<file path="src/rtl/multicycle_sequencer_if.sv">
// rtl/multicycle_sequencer_if.sv - control/handshake bundle between the sequencer and its datapath
// master = the sequencer (drives strobes/indicators), slave = datapath side (drives start/opcode/ALU status).
interface multicycle_sequencer_if #(
  parameter int CNT_W = 16
);
  logic             start;
  logic [5:0]       opcode;
  logic             alu_done;
  logic             alu_zero;
  logic             IF, ID, EX, MEM, WB, JU, BR;
  logic             ir_we;
  logic             mem_en;
  logic             mem_wen;
  logic             alu_en;
  logic             reg_we;
  logic             pc_we;
  logic [1:0]       pc_sel;
  logic [CNT_W-1:0] instr_count;
  logic             halted;
  logic             err;

  modport master (
    input  start, opcode, alu_done, alu_zero,
    output IF, ID, EX, MEM, WB, JU, BR, ir_we, mem_en, mem_wen, alu_en,
           reg_we, pc_we, pc_sel, instr_count, halted, err
  );

  modport slave (
    output start, opcode, alu_done, alu_zero,
    input  IF, ID, EX, MEM, WB, JU, BR, ir_we, mem_en, mem_wen, alu_en,
           reg_we, pc_we, pc_sel, instr_count, halted, err
  );
endinterface

</file>
<file path="src/rtl/multicycle_sequencer.sv">
// rtl/multicycle_sequencer.sv - multicycle instruction sequencer with registered Moore outputs
// Optional EXEC watchdog enabled by defining EXEC_TIMEOUT_EN.
module multicycle_sequencer #(
  parameter int MEM_WAIT     = 2,
  parameter int CNT_W        = 16,
  parameter int EXEC_TIMEOUT = 64
) (
  input logic                  clk,
  input logic                  rst_n,
  multicycle_sequencer_if.master bus
);
  typedef enum logic [3:0] {
    S_IDLE, S_FETCH, S_DECODE, S_EXEC, S_MEMACC, S_WRITEBACK, S_JUMP, S_BRANCH, S_HALT
  } state_t;

  localparam logic [3:0] WAIT_LAST = 4'(MEM_WAIT);
  localparam logic [5:0] OP_J    = 6'h02;
  localparam logic [5:0] OP_JAL  = 6'h03;
  localparam logic [5:0] OP_HALT = 6'h3F;
  localparam logic [5:0] OP_LW   = 6'h23;
  localparam logic [5:0] OP_SW   = 6'h2B;
  localparam logic [5:0] OP_BEQ  = 6'h04;
  localparam logic [5:0] OP_BNE  = 6'h05;

  state_t           state_q, state_d;
  logic [3:0]       wait_q, wait_d;
  logic [5:0]       op_q, op_d;
  logic             taken_q, taken_d;
  logic [CNT_W-1:0] cnt_q, cnt_d;
  logic             retire;
  logic [6:0]       ind_q, ind_d;
  logic             ir_we_q, ir_we_d, mem_en_q, mem_en_d, mem_wen_q, mem_wen_d;
  logic             alu_en_q, alu_en_d, reg_we_q, reg_we_d, pc_we_q, pc_we_d;
  logic [1:0]       pc_sel_q, pc_sel_d;
  logic             halted_q, halted_d;
`ifdef EXEC_TIMEOUT_EN
  localparam int             TMO_W    = $clog2(EXEC_TIMEOUT + 1);
  localparam logic [TMO_W-1:0] TMO_LAST = TMO_W'(EXEC_TIMEOUT - 1);
  logic [TMO_W-1:0] tmo_q, tmo_d;
  logic             err_q, err_d;
`endif

  always_comb begin
    state_d = state_q;
    wait_d  = wait_q;
    op_d    = op_q;
    taken_d = taken_q;
    retire  = 1'b0;
`ifdef EXEC_TIMEOUT_EN
    tmo_d   = tmo_q;
    err_d   = err_q;
`endif
    unique case (state_q)
      S_IDLE: begin
        wait_d = 4'd0;
        if (bus.start) state_d = S_FETCH;
      end
      S_FETCH: begin
        if (wait_q == WAIT_LAST) begin
          state_d = S_DECODE;
          wait_d  = 4'd0;
        end else begin
          wait_d = wait_q + 4'd1;
        end
      end
      S_DECODE: begin
        // IR is stable from here on; keep a private copy so later states
        // do not depend on the datapath holding opcode.
        op_d   = bus.opcode;
        wait_d = 4'd0;
`ifdef EXEC_TIMEOUT_EN
        tmo_d  = '0;
`endif
        if (bus.opcode == OP_J || bus.opcode == OP_JAL) state_d = S_JUMP;
        else if (bus.opcode == OP_HALT)                 state_d = S_HALT;
        else                                            state_d = S_EXEC;
      end
      S_EXEC: begin
        if (bus.alu_done) begin
          taken_d = (op_q == OP_BEQ && bus.alu_zero) || (op_q == OP_BNE && !bus.alu_zero);
          wait_d  = 4'd0;
          if (op_q == OP_LW || op_q == OP_SW)       state_d = S_MEMACC;
          else if (op_q == OP_BEQ || op_q == OP_BNE) state_d = S_BRANCH;
          else                                      state_d = S_WRITEBACK;
        end
`ifdef EXEC_TIMEOUT_EN
        else if (tmo_q == TMO_LAST) begin
          state_d = S_HALT;
          err_d   = 1'b1;
        end else begin
          tmo_d = tmo_q + 1'b1;
        end
`endif
      end
      S_MEMACC: begin
        if (wait_q == WAIT_LAST) begin
          wait_d = 4'd0;
          if (op_q == OP_LW) state_d = S_WRITEBACK;
          else               retire  = 1'b1;
        end else begin
          wait_d = wait_q + 4'd1;
        end
      end
      S_WRITEBACK, S_JUMP, S_BRANCH: retire = 1'b1;
      S_HALT:  state_d = S_HALT;
      default: state_d = S_IDLE;
    endcase

    if (retire) begin
      state_d = bus.start ? S_FETCH : S_IDLE;
      wait_d  = 4'd0;
    end
  end

  // Outputs are decoded from the state being entered so they are registered
  // yet line up with the state they describe.
  always_comb begin
    ind_d     = {state_d == S_FETCH, state_d == S_DECODE, state_d == S_EXEC,
                 state_d == S_MEMACC, state_d == S_WRITEBACK, state_d == S_JUMP,
                 state_d == S_BRANCH};
    ir_we_d   = (state_d == S_FETCH) && (wait_d == WAIT_LAST);
    mem_en_d  = (state_d == S_FETCH) || (state_d == S_MEMACC);
    mem_wen_d = (state_d == S_MEMACC) && (op_d == OP_SW);
    alu_en_d  = (state_d == S_EXEC);
    reg_we_d  = (state_d == S_WRITEBACK);
    pc_we_d   = (state_d == S_WRITEBACK) || (state_d == S_JUMP) || (state_d == S_BRANCH) ||
                ((state_d == S_MEMACC) && (wait_d == WAIT_LAST) && (op_d == OP_SW));
    pc_sel_d  = (state_d == S_JUMP) ? 2'b10 :
                ((state_d == S_BRANCH) && taken_d) ? 2'b01 : 2'b00;
    halted_d  = (state_d == S_HALT);
    cnt_d     = cnt_q + CNT_W'(pc_we_d);
  end

  always_ff @(posedge clk or negedge rst_n) begin
    if (!rst_n) begin
      state_q   <= S_IDLE;
      wait_q    <= 4'd0;
      op_q      <= 6'd0;
      taken_q   <= 1'b0;
      cnt_q     <= '0;
      ind_q     <= 7'd0;
      ir_we_q   <= 1'b0;
      mem_en_q  <= 1'b0;
      mem_wen_q <= 1'b0;
      alu_en_q  <= 1'b0;
      reg_we_q  <= 1'b0;
      pc_we_q   <= 1'b0;
      pc_sel_q  <= 2'b00;
      halted_q  <= 1'b0;
`ifdef EXEC_TIMEOUT_EN
      tmo_q     <= '0;
      err_q     <= 1'b0;
`endif
    end else begin
      state_q   <= state_d;
      wait_q    <= wait_d;
      op_q      <= op_d;
      taken_q   <= taken_d;
      cnt_q     <= cnt_d;
      ind_q     <= ind_d;
      ir_we_q   <= ir_we_d;
      mem_en_q  <= mem_en_d;
      mem_wen_q <= mem_wen_d;
      alu_en_q  <= alu_en_d;
      reg_we_q  <= reg_we_d;
      pc_we_q   <= pc_we_d;
      pc_sel_q  <= pc_sel_d;
      halted_q  <= halted_d;
`ifdef EXEC_TIMEOUT_EN
      tmo_q     <= tmo_d;
      err_q     <= err_d;
`endif
    end
  end

  assign {bus.IF, bus.ID, bus.EX, bus.MEM, bus.WB, bus.JU, bus.BR} = ind_q;
  assign bus.ir_we       = ir_we_q;
  assign bus.mem_en      = mem_en_q;
  assign bus.mem_wen     = mem_wen_q;
  assign bus.alu_en      = alu_en_q;
  assign bus.reg_we      = reg_we_q;
  assign bus.pc_we       = pc_we_q;
  assign bus.pc_sel      = pc_sel_q;
  assign bus.instr_count = cnt_q;
  assign bus.halted      = halted_q;
`ifdef EXEC_TIMEOUT_EN
  assign bus.err         = err_q;
`else
  assign bus.err         = 1'b0;
`endif
endmodule

</file>
<file path="src/flat_wrapper.sv">
// flat-port wrapper written by rule: the top's interface ports become plain ports
module multicycle_sequencer_flat 
#(
  parameter int MEM_WAIT     = 2,
  parameter int CNT_W        = 16,
  parameter int EXEC_TIMEOUT = 64
)
  (clk, rst_n, bus_start, bus_opcode, bus_alu_done, bus_alu_zero, bus_IF, bus_ID, bus_EX, bus_MEM, bus_WB, bus_JU, bus_BR, bus_ir_we, bus_mem_en, bus_mem_wen, bus_alu_en, bus_reg_we, bus_pc_we, bus_pc_sel, bus_instr_count, bus_halted, bus_err);
  multicycle_sequencer_if #(.CNT_W(CNT_W)) bus_i ();
  input logic clk;
  input logic rst_n;
  input wire logic [$bits(bus_i.start)-1:0] bus_start;
  input wire logic [$bits(bus_i.opcode)-1:0] bus_opcode;
  input wire logic [$bits(bus_i.alu_done)-1:0] bus_alu_done;
  input wire logic [$bits(bus_i.alu_zero)-1:0] bus_alu_zero;
  output wire logic [$bits(bus_i.IF)-1:0] bus_IF;
  output wire logic [$bits(bus_i.ID)-1:0] bus_ID;
  output wire logic [$bits(bus_i.EX)-1:0] bus_EX;
  output wire logic [$bits(bus_i.MEM)-1:0] bus_MEM;
  output wire logic [$bits(bus_i.WB)-1:0] bus_WB;
  output wire logic [$bits(bus_i.JU)-1:0] bus_JU;
  output wire logic [$bits(bus_i.BR)-1:0] bus_BR;
  output wire logic [$bits(bus_i.ir_we)-1:0] bus_ir_we;
  output wire logic [$bits(bus_i.mem_en)-1:0] bus_mem_en;
  output wire logic [$bits(bus_i.mem_wen)-1:0] bus_mem_wen;
  output wire logic [$bits(bus_i.alu_en)-1:0] bus_alu_en;
  output wire logic [$bits(bus_i.reg_we)-1:0] bus_reg_we;
  output wire logic [$bits(bus_i.pc_we)-1:0] bus_pc_we;
  output wire logic [$bits(bus_i.pc_sel)-1:0] bus_pc_sel;
  output wire logic [$bits(bus_i.instr_count)-1:0] bus_instr_count;
  output wire logic [$bits(bus_i.halted)-1:0] bus_halted;
  output wire logic [$bits(bus_i.err)-1:0] bus_err;
  assign bus_i.start = bus_start;
  assign bus_i.opcode = bus_opcode;
  assign bus_i.alu_done = bus_alu_done;
  assign bus_i.alu_zero = bus_alu_zero;
  assign bus_IF = bus_i.IF;
  assign bus_ID = bus_i.ID;
  assign bus_EX = bus_i.EX;
  assign bus_MEM = bus_i.MEM;
  assign bus_WB = bus_i.WB;
  assign bus_JU = bus_i.JU;
  assign bus_BR = bus_i.BR;
  assign bus_ir_we = bus_i.ir_we;
  assign bus_mem_en = bus_i.mem_en;
  assign bus_mem_wen = bus_i.mem_wen;
  assign bus_alu_en = bus_i.alu_en;
  assign bus_reg_we = bus_i.reg_we;
  assign bus_pc_we = bus_i.pc_we;
  assign bus_pc_sel = bus_i.pc_sel;
  assign bus_instr_count = bus_i.instr_count;
  assign bus_halted = bus_i.halted;
  assign bus_err = bus_i.err;
  multicycle_sequencer #(.MEM_WAIT(MEM_WAIT), .CNT_W(CNT_W), .EXEC_TIMEOUT(EXEC_TIMEOUT)) u_core (.clk(clk), .rst_n(rst_n), .bus(bus_i));
endmodule
</file>
<file path="config.mk">
export PLATFORM = sky130hd
export DESIGN_NAME = multicycle_sequencer_flat
export DESIGN_NICKNAME = d
export VERILOG_FILES = /design/src/rtl/multicycle_sequencer_if.sv /design/src/rtl/multicycle_sequencer.sv /design/src/flat_wrapper.sv
export SDC_FILE = /design/constraint.sdc
export NUM_CORES = 1
export LEC_CHECK = 0
export CORE_MARGIN = 2
export CORE_UTILIZATION = 50
export CTS_CLUSTER_DIAMETER = 100
export CTS_CLUSTER_SIZE = 14
export DETAILED_ROUTE_END_ITERATION = 16
export GPL_TIMING_DRIVEN = 0
export PLACE_DENSITY = 0.86
export REMOVE_ABC_BUFFERS = 1
export SYNTH_ARGS = -nofsm -noshare
export SYNTH_HDL_FRONTEND = slang
export SYNTH_SLANG_ARGS = --single-unit
export TNS_END_PERCENT = 1
</file>
<file path="constraint.sdc">
create_clock -name clk -period 4 [get_ports clk]
set_clock_uncertainty 0.15 [all_clocks]
set_input_delay 0.8 -clock clk [delete_from_list [all_inputs] [get_ports clk]]
set_output_delay 0.8 -clock clk [all_outputs]
set_load 0.03 [all_outputs]
</file>
==> run summary, run 1 <==
status: completed
Hold Path Class: input pin to asynchronous set/reset pin
max-cap violations: 0
post-route total power: 1510 uW
area leader, netlist: dfrtp_1
fin crit period: 3.48 ns
P_int: 921 uW
leading post-synthesis cells by cell area: dfrtp_1, nand2_1, xnor2_1
TritonCTS clock tree: built
fin crit share: 86.9%
die area: 4740 um^2
Post-Syn Instances: 206
P&R area growth vs syn: 24.6%
IO Pins: 44
DR vias: 1618
area of the multi-input gates: 932 um^2
dpl cells: 290
synth unique cells: 50
M1 wire length: 1720 um
cts bufs inserted: 5
maximum number of pins on one net before global-route repair: 44
Rows: 23
final hold viol count: 0
setup ws final: 0.523 ns
worst path arrival time: 3.51 ns
crit-path cells: clkdlybuf4s50_1 > nand4_1 > or2_1 > a21o_1 > a211o_1 > o31a_1 > ha_1 > ha_1 > nand3_1 > nor2_1 > xor2_1
CTS H-Tree Depth: 2
synthesized area: 2100 um^2
uppermost layer routed: met4
clock root cell: clkbuf_8
top cells by count, synth: dfrtp_1, nand2_1, nor2_1, xnor2_1, nand3_1
drt drc: 0
Pins Over Slew Limit: 0
Post-synth top flop: dfrtp_1
VDD IR max: 0.290 mV
clock sink count: 43
Layout Cells excl Fill: 297
GPL Wtd Cong: 0.789
register area: 1080 um^2
Final HPWL DP: 3010 um
unrepaired setup endpoints after global routing: no
Seq pwr share: 43.1%
Critical Path Start Type: input pin
Sw Share: 39.1%
width of the die: 68.9 um
CP Max Fanout: 7
pre-CTS setup slack: 0.211 ns
post_cts resized: 0
Finish-stage setup viols: 0
initial antenna violation count: 0
proportion of layout cells with a drive suffix above 1: 7.69%
final wirelength: 4050 um
post-route ant nets: 0
mean area per synthesized cell: 10.2 um^2
worst path required time: 4.03 ns
postcts setup bufs: 0
DR vias/cell: 5.45
#FFs+latches synth: 43
most frequent CP cell: ha_1
combinational share of power: 38.6%
first-pass GRT wire length: 6820 um
starting density of the core: 52.2%
FFs w/ async S/R, synth: 100%
post-place instance area: 2530 um^2
Setup CP Type: input pin to flop
dominant cell by count in the synthesized netlist: dfrtp_1
Port Buffers: 42
hold_buf cts: 0
clock share of power: 18.3%
fin area: 2620 um^2
Max Buffers Root-to-Sink: 2
share of the synthesized area in the top cell type: 51.1%
EDFF count, synth: 0
gr ovfl total: 0
vias in the first global route: 1538
# diodes: 0
switching power: 590 uW
# fillers: 339
Synth Warn #: 0
sequential element share of the synthesized area: 51.1%
Slowest cell on crit path: clkdlybuf4s50_1
clk_lat worst skew: 0.29 ns
drt pass-1 iters: 4
fmax: 0.288 GHz
core region area: 4030 um^2
Die Y: 68.9 um
Overall Global Routing Usage: 19.7%
met3 WL: 239 um
Reg clk slew, reported paths: 0.08 ns
Slowest Stage Delay on Critical Path: 0.50 ns
Setup TNS: 0 ns
Worst setup EP type: flop
cell area power density: 577 nW/um^2
DR WL/cell: 13.6 um
Pleak: 0.00118 uW
Starting DRT DRC Count: 77
Layout Nets: 262
WL met2: 2050 um
## through the flow
step	hold WS, ns	util, %
after floorplan	0.324	-
after global placement	0.306	62.5
after detailed placement	0.311	62.9
after CTS	0.317	65.1
after global routing	0.325	65.1
final	0.316	65.1
## cells by family after synthesis
family          count (synthesis)  synth area share, %
simple gates                   96                 24.3
flops                          43                 51.1
compound gates                 30                 10.4
xor+xnor                       17                 7.07
buf+inv                        15                 4.58
fa+ha+maj                       4                 2.38
other cells                     1                0.178
## worst max-delay path: cells and delay by family
kind                     cells  cell delay [ns]
AO/OA/AOI/OAI                3             0.87
adder cells (fa/ha/maj)      2             0.52
AND/OR/NAND/NOR              4             0.67
buffers and inverters        1             0.50
XOR/XNOR                     1             0.14
## power by group through the flow
| stage | combinational, uW | clock (uW) | sequential, uW |
|---|---|---|---|
| final | 584 | 277 | 651 |
| after global routing | 644 | 307 | 674 |
| after CTS | 587 | 286 | 649 |
| after detailed placement | 586 | 0 | 657 |
| after global placement | 567 | 0 | 651 |
| after floorplan | 298 | 0 | 730 |
## flip-flops by register name, summed over array words and instances, names as in the netlist
register / flops
u_core.bus.halted: 1
u_core.bus.instr_count: 16
u_core.bus.ir_we: 1
u_core.bus.mem_en: 1
u_core.bus.mem_wen: 1
u_core.bus.pc_sel: 1
u_core.bus.pc_we: 1
u_core.ind_q: 7
u_core.op_q: 6
u_core.state_q: 4
u_core.wait_q: 4
## layout by cell type, fill, tap and decap left out, drive strengths merged, types with 2 or more instances in the layout
cell,n
clkdlybuf4s50,41
nor2b,3
nand2b,2
nor3b,5
nor3,3
a22oi,2
a31o,2
or2,3
clkinv,2
xor2,4
inv,5
clkbuf,6
nor4,4
o21ai,4
a21boi,4
nand4,4
ha,4
nor2,16
and3,6
dfrtp,43
nand2,32
nand3,11
a21oi,7
buf,2
o22ai,2
xnor2,13
## final timing paths
| path | startpoint | to | slack (ns) | cells after the start |
|---|---|---|---|---|
| worst max-delay path | bus_opcode[5] | u_core.bus.instr_count[10] | 0.52 | 11 |
| worst min-delay path | rst_n | u_core.bus.instr_count[4] | 0.32 | 2 |
| worst max register to register | u_core.state_q[2] | u_core.bus.instr_count[10] | 0.66 | 11 |
| worst min register to register | u_core.bus.instr_count[15] | u_core.bus.instr_count[15] | 0.32 | 1 |
| max in group asynchronous | rst_n | u_core.bus.ir_we | 3.18 | 2 |
| min in group clk | u_core.bus.instr_count[15] | u_core.bus.instr_count[15] | 0.32 | 1 |
## per-layer routing
layer	up-vias	global-route usage (%)
met1	777	23.8
li1	787	-
met2	50	33.8
met4	0	7.35
met3	4	5.03
met5	-	0
## final cells by class
cell class,count,share of cell area [%]
Clock buffer,6,3.15
Tap cell,50,2.39
Sequential cell,43,41.1
Multi-Input combinational cell,148,35.6
Clock inverter,1,0.191
Inverter,6,1.05
Timing Repair Buffer,43,16.6
No activity file was read; power rests on OpenSTA's default activity.
==> inputs of run 2 (changes only) <==
- CORE_MARGIN: 2 -> 3
==> run summary, run 2 (synthesis results as in run 1) <==
clock sink count: 43 (unchanged)
cts bufs inserted: 5 (unchanged)
first-pass GRT wire length: 7380 um (+8.2%)
proportion of layout cells with a drive suffix above 1: 8.06% (+0.37 points)
TritonCTS clock tree: built
Pleak: 0.00119 uW (+0.93%)
clk_lat worst skew: 0.30 ns (about the same)
Port Buffers: 42 (unchanged)
final hold viol count: 0 (unchanged)
Hold Path Class: input pin to asynchronous set/reset pin
status: completed
vias in the first global route: 1611 (+4.7%)
cell area power density: 594 nW/um^2 (+2.9%)
area of the multi-input gates: 932 um^2 (unchanged)
Die Y: 70.9 um (+2.9%)
Finish-stage setup viols: 0 (unchanged)
Layout Nets: 262 (unchanged)
maximum number of pins on one net before global-route repair: 40 (-9.1%)
IO Pins: 44 (unchanged)
GPL Wtd Cong: 0.768 (-2.6%)
Setup TNS: 0 ns (unchanged)
die area: 5020 um^2 (+5.9%)
fin crit share: 88.0% (+1.1 points)
most frequent cells in the layout: dfrtp_1, clkdlybuf4s50_1, nand2_1
fin crit period: 3.52 ns (+0.0446 ns)
Max Buffers Root-to-Sink: 2 (unchanged)
Final HPWL DP: 3060 um (+1.8%)
register area: 1080 um^2 (unchanged)
postcts setup bufs: 0 (unchanged)
Setup CP Type: input pin to flop
P&R area growth vs syn: 25.6%
max-cap violations: 0 (unchanged)
core region area: 3850 um^2 (-4.3%)
WHS: 0.154 ns (-0.163 ns)
Starting DRT DRC Count: 96 (+25%)
final wirelength: 4210 um (+3.9%)
fmax: 0.284 GHz (-1.3%)
drt drc: 0 (unchanged)
Largest register FFs: 16 (unchanged)
Rows: 22 (-4.3%)
DR vias/cell: 5.48 (+0.65%)
Reg clk slew, reported paths: 0.09 ns (about the same)
VDD IR max: 0.258 mV (-11%)
Pins Over Slew Limit: 0 (unchanged)
CP Max Fanout: 7 (unchanged)
worst path required time: 4.03 ns (about the same)
Critical Path Start Type: input pin
unrepaired setup endpoints after global routing: no
clock root cell: clkbuf_8
drt pass-1 iters: 4 (unchanged)
# diodes: 0 (unchanged)
starting density of the core: 54.6% (+2.4 points)
post_cts resized: 0 (unchanged)
DR WL/cell: 14.2 um (+4.3%)
width of the die: 70.9 um (+2.9%)
most common cell after layout, fill and taps aside: dfrtp_1
Overall Global Routing Usage: 18.5% (-1.2 points)
hold_buf cts: 0 (unchanged)
DR vias: 1623 (+0.31%)
worst path arrival time: 3.55 ns (+0.04 ns)
CTS H-Tree Depth: 2 (unchanged)
initial antenna violation count: 0 (unchanged)
gr ovfl total: 0 (unchanged)
post-route ant nets: 0 (unchanged)
# fillers: 297 (-12%)
Worst setup EP type: flop
-- run 2: metal layers --
| layer | vias up | global-route usage, % | part of all wire [%] |
|---|---|---|---|
| met2 | 49 | 30.9 | 48 |
| met3 | 9 | 4.26 | 5.9 |
| met4 | 0 | 5.85 | 1.8 |
| li1 | 793 | - | - |
| met1 | 772 | 24.0 | 44 |
| met5 | - | 0 | 0 |
-- run 2: report_power, final --
part           total (uW)  switching [uW]  internal, uW  leakage (uW)
clock network         339             153           186     0.0000581
registers             648             115           533      0.000565
logic                 583             330           253      0.000571
total                1570             598           972       0.00119
-- run 2: metrics by stage --
stage | setup slack (ns) | cells | power (uW) | utilization (%) | instance area, um^2
after global placement | 0.220 | 287 | 1220 | 65.3 | 2520
final | 0.478 | 296 | 1570 | 68.6 | 2640
after CTS | 0.470 | 296 | 1580 | 68.6 | 2640
after detailed placement | 0.159 | 288 | 1240 | 65.7 | 2530
after global routing | 0.248 | 296 | 1680 | 68.6 | 2640
after floorplan | 0.956 | 197 | 1030 | - | 2040
-- run 2: critical path: stages --
cell             delay, ns
clkdlybuf4s50_1       0.48
nor4_1                0.31
nand2_1               0.17
a21o_1                0.19
a211o_1               0.34
o31a_1                0.35
ha_1                  0.25
ha_1                  0.25
nand3_1               0.18
nor2_1                0.09
xor2_1                0.14
-- run 2: path summary, 6_finish.rpt --
kind                       slack [ns]  cells past startpoint                  startpoint                    endpoint
min in group clk                 0.33                      1  u_core.bus.instr_count[15]  u_core.bus.instr_count[15]
max reg2reg                      0.67                     13            u_core.wait_q[0]  u_core.bus.instr_count[10]
min                              0.15                      1                       rst_n   u_core.bus.instr_count[2]
max in group asynchronous        3.12                      2                       rst_n   u_core.bus.instr_count[9]
min reg2reg                      0.33                      1  u_core.bus.instr_count[15]  u_core.bus.instr_count[15]
max                              0.48                     11               bus_opcode[2]  u_core.bus.instr_count[10]
-- run 2: area by class of cell --
cell class              instances  area share, %
multi-input cells             148           35.3
clock buffers                   5           2.60
well taps                      48           2.27
flip-flops and latches         43           40.7
repair buffers                 43           16.5
clock inverters                 3           1.66
inverters                       6           1.04
